===== config.mk =====
export PLATFORM = sky130hd
export DESIGN_NAME = instr_sequencer
export DESIGN_NICKNAME = d
export VERILOG_FILES = /design/src/rtl/instr_sequencer_pkg.sv /design/src/rtl/instr_sequencer_ret_stack.sv /design/src/rtl/instr_sequencer.sv
export SDC_FILE = /design/constraint.sdc
export NUM_CORES = 1
export LEC_CHECK = 0
export BUFFER_PORTS_ARGS = -buffer_cell sky130_fd_sc_hd__buf_2
export CORE_MARGIN = 1.5
export CORE_UTILIZATION = 40
export CTS_BUF_LIST = sky130_fd_sc_hd__clkbuf_8
export DETAILED_ROUTE_END_ITERATION = 6
export PLACE_DENSITY = 0.65
export SETUP_SLACK_MARGIN = 0.2
export SLEW_MARGIN = 15
export SYNTH_ARGS = -nofsm -noshare
export SYNTH_HDL_FRONTEND = slang
export SYNTH_HIERARCHICAL = 1
export SYNTH_SLANG_ARGS = --single-unit

===== constraint.sdc =====
create_clock -name clk -period 4.4 [get_ports clk]
set_input_delay 0.66 -clock clk [delete_from_list [all_inputs] [get_ports clk]]
set_output_delay 0.66 -clock clk [all_outputs]
set_load 0.05 [all_outputs]

===== src/rtl/instr_sequencer_pkg.sv =====
`default_nettype none
// ============================================================================
// Module      : instr_sequencer_pkg
// Description : Shared opcode map and sequencer state encoding for the 16-bit
//               accumulator CPU. Holds the opcode constants, the state
//               encoding and a helper that classifies ALU opcodes.
// Contents    : c_op_* opcode constants (8-bit opcode field)
//               c_st_* sequencer state codes (c_state_w bits)
//               is_alu_op()  opcode -> 1 when it is an accumulator ALU op
// Revision    : 1.0  initial release
// ============================================================================
package instr_sequencer_pkg;

    // Opcode map (instruction word bits [15:8])
    localparam logic [7:0] c_op_nop = 8'h00;
    localparam logic [7:0] c_op_not = 8'h01;
    localparam logic [7:0] c_op_xor = 8'h02;
    localparam logic [7:0] c_op_or  = 8'h03;
    localparam logic [7:0] c_op_and = 8'h04;
    localparam logic [7:0] c_op_sub = 8'h05;
    localparam logic [7:0] c_op_add = 8'h06;
    localparam logic [7:0] c_op_rr  = 8'h07;
    localparam logic [7:0] c_op_rl  = 8'h08;
    localparam logic [7:0] c_op_dec = 8'h09;
    localparam logic [7:0] c_op_inc = 8'h0A;
    localparam logic [7:0] c_op_ldi = 8'h0B;
    localparam logic [7:0] c_op_ld  = 8'h0C;
    localparam logic [7:0] c_op_st  = 8'h0D;
    localparam logic [7:0] c_op_jmp = 8'h0E;
    localparam logic [7:0] c_op_jma = 8'h0F;
    localparam logic [7:0] c_op_cll = 8'h10;
    localparam logic [7:0] c_op_ret = 8'h11;
    localparam logic [7:0] c_op_rst = 8'h12;

    // Sequencer state encoding
    localparam int unsigned          c_state_w   = 3;
    localparam logic [c_state_w-1:0] c_st_fetch  = 3'd0;
    localparam logic [c_state_w-1:0] c_st_decode = 3'd1;
    localparam logic [c_state_w-1:0] c_st_exec   = 3'd2;
    localparam logic [c_state_w-1:0] c_st_mem    = 3'd3;
    localparam logic [c_state_w-1:0] c_st_halt   = 3'd4;

    // Opcodes that take one EXEC cycle and write the accumulator
    function automatic logic is_alu_op(input logic [7:0] op);
        logic r;
        case (op)
            c_op_not, c_op_xor, c_op_or,  c_op_and,
            c_op_sub, c_op_add, c_op_rr,  c_op_rl,
            c_op_dec, c_op_inc, c_op_ldi: r = 1'b1;
            default:                      r = 1'b0;
        endcase
        return r;
    endfunction

endpackage
`default_nettype wire


===== src/rtl/instr_sequencer_ret_stack.sv =====
`default_nettype none
// ============================================================================
// Module      : ret_stack
// Description : Hardware return-address LIFO for CLL/RET. DEPTH entries of
//               DATA_W bits. Pushes while full and pops while empty are
//               dropped; the caller is expected to check full/empty first.
// Ports       : clk, rst (async, active-high)
//               push, push_data  store push_data on top
//               pop              discard the top entry
//               clear            empty the stack (wins over push/pop)
//               top_data         current top entry (valid when !empty)
//               full, empty      occupancy flags
// Revision    : 1.0  initial release
// ============================================================================
module ret_stack
    import instr_sequencer_pkg::*;
#(
    parameter int DEPTH  = 4,
    parameter int DATA_W = 8
) (
    input  logic              clk,
    input  logic              rst,
    input  logic              push,
    input  logic [DATA_W-1:0] push_data,
    input  logic              pop,
    input  logic              clear,
    output logic [DATA_W-1:0] top_data,
    output logic              full,
    output logic              empty
);

    localparam int c_ptr_w = $clog2(DEPTH);
    localparam int c_cnt_w = c_ptr_w + 1;
    localparam logic [c_cnt_w-1:0] c_depth   = c_cnt_w'(DEPTH);
    localparam logic [c_cnt_w-1:0] c_cnt_one = c_cnt_w'(1);
    localparam logic [c_ptr_w-1:0] c_ptr_one = c_ptr_w'(1);

    logic [DATA_W-1:0]  r_mem [DEPTH];
    logic [c_cnt_w-1:0] r_count;
    logic [c_ptr_w-1:0] w_wr_ptr;
    logic [c_ptr_w-1:0] w_top_ptr;
    logic               w_do_push;
    logic               w_do_pop;

    // The occupancy count doubles as the write pointer; top is one below it.
    assign w_wr_ptr  = r_count[c_ptr_w-1:0];
    assign w_top_ptr = w_wr_ptr - c_ptr_one;
    assign full      = (r_count == c_depth);
    assign empty     = (r_count == '0);
    assign top_data  = r_mem[w_top_ptr];
    assign w_do_push = push && !full && !clear;
    assign w_do_pop  = pop && !empty && !clear;

    always_ff @(posedge clk or posedge rst) begin
        if (rst) begin
            r_count <= '0;
        end else if (clear) begin
            r_count <= '0;
        end else if (w_do_push) begin
            r_count <= r_count + c_cnt_one;
        end else if (w_do_pop) begin
            r_count <= r_count - c_cnt_one;
        end
    end

    // Entry storage needs no reset: an entry is only read after being pushed.
    always_ff @(posedge clk) begin
        if (w_do_push) begin
            r_mem[w_wr_ptr] <= push_data;
        end
    end

endmodule
`default_nettype wire


===== src/rtl/instr_sequencer.sv =====
`default_nettype none
// ============================================================================
// Module      : instr_sequencer
// Description : Fetch/decode/execute control unit of the 16-bit accumulator
//               CPU. Fetches instruction words, decodes the opcode, sequences
//               data-memory accesses, drives the ALU controls and the
//               accumulator strobes, and keeps the PC plus a return stack.
// Ports       : clk, rst                     clock, async active-high reset
//               instr_req/addr/ack/data      program-memory read handshake
//               mem_req/we/addr/ack          data-memory handshake
//               acc_value                    accumulator (JMA target source)
//               alu_op, alu_funct            ALU controls
//               imm, in1_sel_imm             immediate operand path (LDI)
//               acc_we, acc_clr              accumulator strobes (pulses)
//               fault                        sticky stack over/underflow
//               illegal                      pulse on undefined opcode
// Revision    : 1.0  initial release
// ============================================================================
module instr_sequencer
    import instr_sequencer_pkg::*;
#(
    parameter int WIDTH       = 16,
    parameter int ADDR_W      = 8,
    parameter int STACK_DEPTH = 4
) (
    input  logic              clk,
    input  logic              rst,
    output logic              instr_req,
    output logic [ADDR_W-1:0] instr_addr,
    input  logic              instr_ack,
    input  logic [WIDTH-1:0]  instr_data,
    output logic              mem_req,
    output logic              mem_we,
    output logic [ADDR_W-1:0] mem_addr,
    input  logic              mem_ack,
    input  logic [WIDTH-1:0]  acc_value,
    output logic [7:0]        alu_op,
    output logic              alu_funct,
    output logic [WIDTH-1:0]  imm,
    output logic              in1_sel_imm,
    output logic              acc_we,
    output logic              acc_clr,
    output logic              fault,
    output logic              illegal
);

    localparam logic [ADDR_W-1:0] c_pc_one = ADDR_W'(1);

    logic [c_state_w-1:0] r_state;
    logic [c_state_w-1:0] w_state_nxt;
    logic [ADDR_W-1:0]    r_pc;
    logic [ADDR_W-1:0]    w_pc_nxt;
    logic [WIDTH-1:0]     r_ir;
    logic [WIDTH-1:0]     w_ir_nxt;
    logic                 r_fault;
    logic                 w_fault_set;
    // Low in reset and set on the first clock after release, so instr_req
    // drops the instant rst rises and only reappears one clock after release.
    logic                 r_started;

    logic [7:0]           w_opcode;
    logic [ADDR_W-1:0]    w_operand;

    logic                 w_push;
    logic                 w_pop;
    logic                 w_sclr;
    logic [ADDR_W-1:0]    w_stk_top;
    logic                 w_stk_full;
    logic                 w_stk_empty;

    logic                 w_unused_acc;

    assign w_opcode     = r_ir[WIDTH-1 -: 8];
    assign w_operand    = r_ir[ADDR_W-1:0];
    assign instr_addr   = r_pc;
    assign imm          = WIDTH'(w_operand);
    assign alu_funct    = 1'b0;
    assign fault        = r_fault;
    assign w_unused_acc = ^acc_value[WIDTH-1:ADDR_W];

    ret_stack #(
        .DEPTH  (STACK_DEPTH),
        .DATA_W (ADDR_W)
    ) u_ret_stack (
        .clk       (clk),
        .rst       (rst),
        .push      (w_push),
        .push_data (r_pc),
        .pop       (w_pop),
        .clear     (w_sclr),
        .top_data  (w_stk_top),
        .full      (w_stk_full),
        .empty     (w_stk_empty)
    );

    always_ff @(posedge clk or posedge rst) begin
        if (rst) begin
            r_state   <= c_st_fetch;
            r_pc      <= '0;
            r_ir      <= '0;
            r_fault   <= 1'b0;
            r_started <= 1'b0;
        end else begin
            r_state   <= w_state_nxt;
            r_pc      <= w_pc_nxt;
            r_ir      <= w_ir_nxt;
            r_started <= 1'b1;
            if (w_fault_set) begin
                r_fault <= 1'b1;
            end
        end
    end

    always_comb begin
        w_state_nxt = r_state;
        w_pc_nxt    = r_pc;
        w_ir_nxt    = r_ir;
        w_fault_set = 1'b0;
        w_push      = 1'b0;
        w_pop       = 1'b0;
        w_sclr      = 1'b0;
        instr_req   = 1'b0;
        mem_req     = 1'b0;
        mem_we      = 1'b0;
        mem_addr    = '0;
        alu_op      = c_op_nop;
        in1_sel_imm = 1'b0;
        acc_we      = 1'b0;
        acc_clr     = 1'b0;
        illegal     = 1'b0;

        case (r_state)
            c_st_fetch: begin
                instr_req = r_started;
                if (r_started && instr_ack) begin
                    w_ir_nxt    = instr_data;
                    w_pc_nxt    = r_pc + c_pc_one;
                    w_state_nxt = c_st_decode;
                end
            end

            c_st_decode: begin
                alu_op      = w_opcode;
                w_state_nxt = c_st_fetch;
                case (w_opcode)
                    c_op_ld, c_op_st: w_state_nxt = c_st_mem;
                    c_op_jmp:         w_pc_nxt    = w_operand;
                    c_op_jma:         w_pc_nxt    = acc_value[ADDR_W-1:0];
                    c_op_cll: begin
                        if (w_stk_full) begin
                            w_fault_set = 1'b1;
                            w_state_nxt = c_st_halt;
                        end else begin
                            // r_pc already points past the CLL: that is the return address
                            w_push   = 1'b1;
                            w_pc_nxt = w_operand;
                        end
                    end
                    c_op_ret: begin
                        if (w_stk_empty) begin
                            w_fault_set = 1'b1;
                            w_state_nxt = c_st_halt;
                        end else begin
                            w_pop    = 1'b1;
                            w_pc_nxt = w_stk_top;
                        end
                    end
                    c_op_nop: begin
                    end
                    c_op_rst: begin
                        w_pc_nxt = '0;
                        w_sclr   = 1'b1;
                        acc_clr  = 1'b1;
                    end
                    default: begin
                        if (is_alu_op(w_opcode)) begin
                            w_state_nxt = c_st_exec;
                        end else begin
                            illegal = 1'b1;
                        end
                    end
                endcase
            end

            c_st_exec: begin
                alu_op      = w_opcode;
                acc_we      = 1'b1;
                in1_sel_imm = (w_opcode == c_op_ldi);
                w_state_nxt = c_st_fetch;
            end

            c_st_mem: begin
                alu_op   = w_opcode;
                mem_req  = 1'b1;
                mem_addr = w_operand;
                mem_we   = (w_opcode == c_op_st);
                if (mem_ack) begin
                    // LD: the ALU passes the read data, captured on the ack cycle
                    acc_we      = (w_opcode != c_op_st);
                    w_state_nxt = c_st_fetch;
                end
            end

            c_st_halt: begin
            end

            default: w_state_nxt = c_st_fetch;
        endcase
    end

endmodule
`default_nettype wire


* Word level (Yosys, flattened, before mapping) *
Memory sizes are Yosys's and may differ from the RTL's.
Index checks and enable logic that the tools add are counted.

storage, ports and cells
  input bits = 36
  memories = 2
  ROM bits = 16
  register bits = 32
  logic and storage cells = 96
  output and inout bits = 49
  RAM bits = 32

operators by class
  muxes and demuxes = 43
  equality and inequality tests = 19
  add/subtract/negate cells = 4
  reduce and logical (&&, ||, !) cells = 21
  bitwise gates (word level) = 1

memory list
  memory             words  width  rd ports  clocked after memory_dff  write ports  line                             RTL
  u_ret_stack.r_mem  4      8      1         0                         1            instr_sequencer_ret_stack.sv:38  logic [DATA_W-1:0] r_mem [DEPTH];
  (name not given)   16     1      1         0                         0            instr_sequencer_pkg.sv:46        case (op)

operators with widths
  kind                 number
  $eq 8x4->1 const B   5
  $mux 8               5
  $pmux 8 s5           1
  $eq 8x5->1 const B   3
  $mux 1               24
  $pmux 3 s4           2
  $mux 3               7
  $pmux 8 s2           1
  $add 8x1->8 const B  1
  $logic_not 8->1      1
  $ne 8x4->1 const B   1
  $reduce_or 8->1      1
  $eq 3x2->1 const B   2
  $eq 3x3->1 const B   2
  $logic_not 3->1      2
  $ne 3x3->1 const B   2
  $ne 6x6->1 const B   1
  $logic_and 1x1->1    5
  $reduce_and 5->1     1
  $logic_not 4->1      1
  $ne 2x2->1 const B   2
  $pmux 1 s2           2
  $reduce_or 4->1      1
  $add 3x1->3 const B  1
  other kinds (12)     14

* Longest topological paths before layout *
  depth in word-level cells = 9
  depth in mapped cells = 12
  depth with buffers taken out = 11

* Hierarchy *
The synthesis kept the hierarchy.

by module, submodules not included
  module           area each (sq um)  instances  cells an instance  seq. area each (sq um)
  instr_sequencer  1950.6             1          210                725.7
  ret_stack        1465.2             1          80                 1036.0

* Least setup slack after synthesis *
Ideal clock, no wire load.

  path kind = flip-flop to flip-flop
  from = register r_state[2]
  to = register r_pc[4] (netlist: instr_addr[4])
  stages on the path, launching flop included = 7
  buffers on the path = 1
  setup slack = 0.778 ns
  clock period less this slack = 3.622 ns
  arrival = 3.540 ns
  setup time = 0.082 ns
  required time = 4.318 ns
  cell sequence = dfrtp_1 nor4b_1 nand2_1 a22oi_4 buf_6 a21oi_1 a31oi_1

on the way
  cells in the longest elaborated chain, start to end = 3
  elaborated cells between the ends (all ways) = 9
  those cells by class = eq/ne: 5; mux: 1; reduce/logical: 3

RTL lines
  element                                                    line                    RTL
  start: declaration                                         instr_sequencer.sv:49   logic [c_state_w-1:0] r_state;
  start signal: assignment                                   instr_sequencer.sv:98   r_state <= c_st_fetch;
  start signal: assignment                                   instr_sequencer.sv:104  r_state <= w_state_nxt;
  $eq 3x1->1 or $logic_not 3->1 (tied branches)              instr_sequencer.sv:132  case (r_state)
  $ne 6x6->1 (no source line), or another cell as far along  --
  $reduce_and 5->1 (no source line)                          --
  end signal: assignment                                     instr_sequencer.sv:105  r_pc <= w_pc_nxt;
  end: declaration                                           instr_sequencer.sv:51   logic [ADDR_W-1:0] r_pc;

Several ways; a longest one is shown, not always the timed one.
A chain may end at the register's enable or synchronous reset.

* Worst setup path after layout *
  from = register u_ret_stack.r_count[0]
  to = register u_ret_stack.r_count[2]

on the way
  cells in the longest elaborated chain, start to end = 8
  elaborated cells between the ends (all ways) = 20
  those cells by class = add/sub: 2; eq/ne: 1; mux: 9; reduce/logical: 8

RTL lines
  element                             line                             RTL
  start: declaration                  instr_sequencer_ret_stack.sv:39  logic [c_cnt_w-1:0] r_count;
  start signal: assignment            instr_sequencer_ret_stack.sv:60  r_count <= r_count + c_cnt_one;
  start signal: assignment            instr_sequencer_ret_stack.sv:62  r_count <= r_count - c_cnt_one;
  $eq 3x3->1 (*)                      instr_sequencer_ret_stack.sv:48  assign full = (r_count == c_depth);
  net w_stk_full                      instr_sequencer.sv:68            logic w_stk_full;
  $mux 1 (*)                          instr_sequencer.sv:150           if (w_stk_full) begin
  $mux 1 (*)                          instr_sequencer.sv:145           case (w_opcode)
  $mux 1 (*)                          instr_sequencer.sv:132
  net w_push                          instr_sequencer.sv:64            logic w_push;
  $logic_and 1x1->1 (*) (2 in a row)  instr_sequencer_ret_stack.sv:51  assign w_do_push = push && !full && !clear;
  $mux 3                              instr_sequencer_ret_stack.sv:59  end else if (w_do_push) begin
  $mux 3                              instr_sequencer_ret_stack.sv:57  end else if (clear) begin

Mark *: on every way through the listed nets, which the timed path passes. The rest lies on a longest branch. The select of a mux whose other input is x is not followed.

==> results.py <==
metrics = {
    "layout": {
        "multiInputGateArea_mm2": 0.001443,
        "stdcell_count": 455,
        "finish.utilization": 0.4761,
        "drive_above_1_share": 0.3314,
        "regArea_mm2": 0.001762,
        "fillCellCount": 767,
        "fin_nets": 387,
        "synthToLayoutAreaGrowth_pct": 15.09,
        "antenna_cells": 0,
    },
    "yosys": {
        "yosys_most_used_dff": "edfxtp_1",
        "avgSynthCellArea_um2": 11.78,
        "synth.ff_latch_count": 64,
        "synth-edff-count": 32,
        "synthesis.area_mm2": 0.003416,
        "synth_cells": 290,
        "async_reset_ff_frac": 0.5000,
        "synthDistinctLibCells": 56,
        "seq_area_frac_synth": 0.5158,
        "yosysWarnings": 6,
    },
    "worst_setup_path": {
        "cp-end-kind": "register",
        "reg2reg_from": "u_ret_stack/r_count[0]",
        "worst_setup_path_start_kind": "register",
        "required_ps": 4610,
        "worstSetupPathType": "reg -> reg",
        "cp_max_fo": 13,
        "r2r_cells": 11,
        "regToRegEndpoint": "u_ret_stack/r_count[2]",
        "cp.arrival_ps": 3530,
        "rrSetupSlack_ps": 1080,
    },
    "power_and_ir_drop": {
        "totalPowerFinal_w": 0.002112,
        "power_switching_w": 0.0008328,
        "max-vdd-ir-drop_mv": 0.2158,
        "swShare": 0.3943,
        "combPwrFrac": 0.316,
        "p_clk_frac": 0.252,
        "sequentialPowerShare": 0.432,
        "p_leak_nw": 1.725,
        "power.density_mw_per_mm2": 537.3,
        "power.internal_w": 0.001280,
    },
    "detailed_routing": {
        "top_layer": "met4",
        "wirelength_mm": 7.599,
        "vias": 2489,
        "via_per_inst": 5.470,
        "routedLengthMet1_mm": 3.345,
        "wl_per_cell_um": 16.70,
        "wl_met3_um": 512,
        "route.met2.wl_mm": 3.632,
        "drc": 0,
        "first_iter_violations": 102,
        "drt_first_pass_iters": 5,
        "ant_nets": 0,
    },
    "run": {
        "cap_violations": 0,
    },
    "sta": {
        "min_period_ps": 3320,
        "setup_viol": 0,
        "drv_slew": 0,
        "min_period_over_period": 0.7545,
        "rsz0062_at_grt": "false",
        "hold_viol": 0,
        "fin_tns_setup_ps": 0,
        "clock.fmax_mhz": 301.2,
        "clock-skew-final_ps": 12.02,
        "tightestPinTransition_ps": 896.7,
        "relSlewSlack": 0.4007,
    },
    "floorplanning": {
        "die_height_um": 95.41,
        "fp.dieArea_mm2": 0.009103,
        "fp.dieW_um": 95.41,
        "io_pins": 85,
        "num_rows": 33,
        "core_mm2": 0.008258,
        "initial_utilization": 0.4136,
    },
    "clocking": {
        "cts_sinks": 64,
        "cts_hold_buffers": 0,
        "h-tree-depth": 3,
        "ctsRootBufferMaster": "clkbuf_8",
        "clock_latency_ps": 340,
        "numCtsBuffers": 9,
        "post_cts_resized": 0,
        "clk_pin_slew_ps": 60,
        "cts_tree": "done",
        "post_cts_buffers": 0,
        "cts.path.max_buffers": 2,
    },
    "grt": {
        "grt_max_degree": 30,
        "grtUsageTotal": 0.1798,
        "antenna_found_initial": 0,
        "first_global_vias": 2397,
        "overflow": 0,
        "grt_pass1_wl_mm": 12.19,
    },
    "hold_path": {
        "hold_path_class": "in -> async",
    },
    "placement": {
        "dp_hpwl_mm": 5.436,
        "gp_congestion": 0.8846,
        "io_buffer_count": 67,
        "dp.cells": 439,
    },
    "status": {
        "status": "finished clean",
    },
}
Yosys cell counts (all sizes together) (3+ instances only):
master | count | area [µm²]
dfrtp | 32 | 800.8
edfxtp | 32 | 960.9
buf | 21 | 158.9
mux2 | 17 | 191.4
nand2 | 17 | 66.32
a21oi | 16 | 80.08
and2 | 13 | 81.33
and3 | 13 | 81.33
clkbuf | 11 | 41.29
inv | 11 | 41.29
o21ai | 10 | 50.04
nand3 | 9 | 45.04
nor2 | 9 | 33.78
mux4 | 8 | 180.2
a221o | 6 | 60.06
ha | 6 | 75.07
nand2b | 5 | 31.28
a31oi | 4 | 31.28
o22ai | 4 | 25.02
a211oi | 3 | 27.52
a21o | 3 | 22.52
nand4 | 3 | 18.77
nor2b | 3 | 18.77
nor3b | 3 | 22.52
nor4b | 3 | 26.28
power by group through the flow:
| stage | Combinational [W] | Sequential (W) | Clock [W] |
|---|---|---|---|
| final | 0.000668 | 0.000913 | 0.000532 |
| after global routing | 0.000723 | 0.000936 | 0.000571 |
| after CTS | 0.000671 | 0.000916 | 0.000543 |
| after detailed placement | 0.000667 | 0.000927 | 0 |
| after global placement | 0.000660 | 0.000920 | 0 |
| after floorplan | 0.000472 | 0.000972 | 0 |
worst max path at each step:
stage | startpoint | cells past startpoint | slack [ps] | end
3_5_place_dp | u_ret_stack/r_count[0] | 11 | 1060 | u_ret_stack/r_count[2]
5_1_grt | u_ret_stack/r_count[0] | 11 | 750 | u_ret_stack/r_count[2]
6_report | u_ret_stack/r_count[0] | 11 | 1080 | u_ret_stack/r_count[2]
4_1_cts | u_ret_stack/r_count[0] | 11 | 1030 | u_ret_stack/r_count[2]
3_3_place_gp | u_ret_stack/r_count[0] | 11 | 1110 | u_ret_stack/r_count[2]
2_1_floorplan | r_state[2] | 6 | 780 | instr_addr[4]
layer usage:
metal	global-route usage	up-vias
met5	0	-
met4	0.05025	0
met3	0.05263	11
met2	0.2878	94
met1	0.2376	1217
li1	-	1167
sequential cells by signal (all words and copies together) (netlist names):
name                 count
fault                    1
u_ret_stack/r_count      3
instr_addr               8
r_ir                    16
r_started                1
u_ret_stack/r_mem       32
r_state                  3
cell usage in the layout (no fill, tap or decap), types with 3 or more instances in the layout:
cell type,n
buf_2,67
dfrtp_1,32
edfxtp_1,32
nand2_1,16
a21oi_1,16
mux2_2,16
and3_1,13
and2_1,13
inv_1,11
conb_1,10
nand3_1,9
o21ai_0,9
nor2_1,9
clkbuf_8,9
mux4_2,8
a221o_1,6
ha_1,6
nand2b_1,5
o22ai_1,4
nor3b_1,3
nor4b_1,3
nor2b_1,3
nand4_1,3
a31oi_1,3
a21o_1,3
clkinv_2,3
through the flow:
step                hold WS, ps  cell area (µm²)  setup slack [ps]
floorplan                 413.6             3446             778.5
global placement          466.9             3720              1112
detailed placement        465.7             3720              1058
CTS                       181.4             3931              1027
global route              201.6             3931             752.4
finish                    200.7             3931              1080
worst max-delay path, stage by stage (launching register included):
cell      delay [ps]
dfrtp_1          750
inv_1            180
ha_1             280
nand2_2          120
inv_1             80
and4b_1          350
and3_1           270
xnor2_1           80
ha_1             220
a311o_1          340
a211oi_2         200
mux2_1           340
cells by family after synthesis:
kind of cell,Yosys count,synth area share
DFF,64,0.5158
xor gates and xnor gates,1,0.002565
muxes,26,0.1117
adders and majority gates,6,0.02198
buffers and inverters,43,0.07069
and+or+nand+nor,92,0.1597
AOI/OAI and AO/OA,56,0.1154
other,2,0.002199
area by class of cell:
cell class / instances / share of cell area
tap: 105 / 0.03342
clock inverter: 7 / 0.02228
multi-input combinational: 191 / 0.3670
inverter: 11 / 0.01050
sequential: 64 / 0.4481
clock buffer: 9 / 0.03151
timing repair buffer: 68 / 0.08721
No activity file was read; power rests on OpenSTA's default activity.
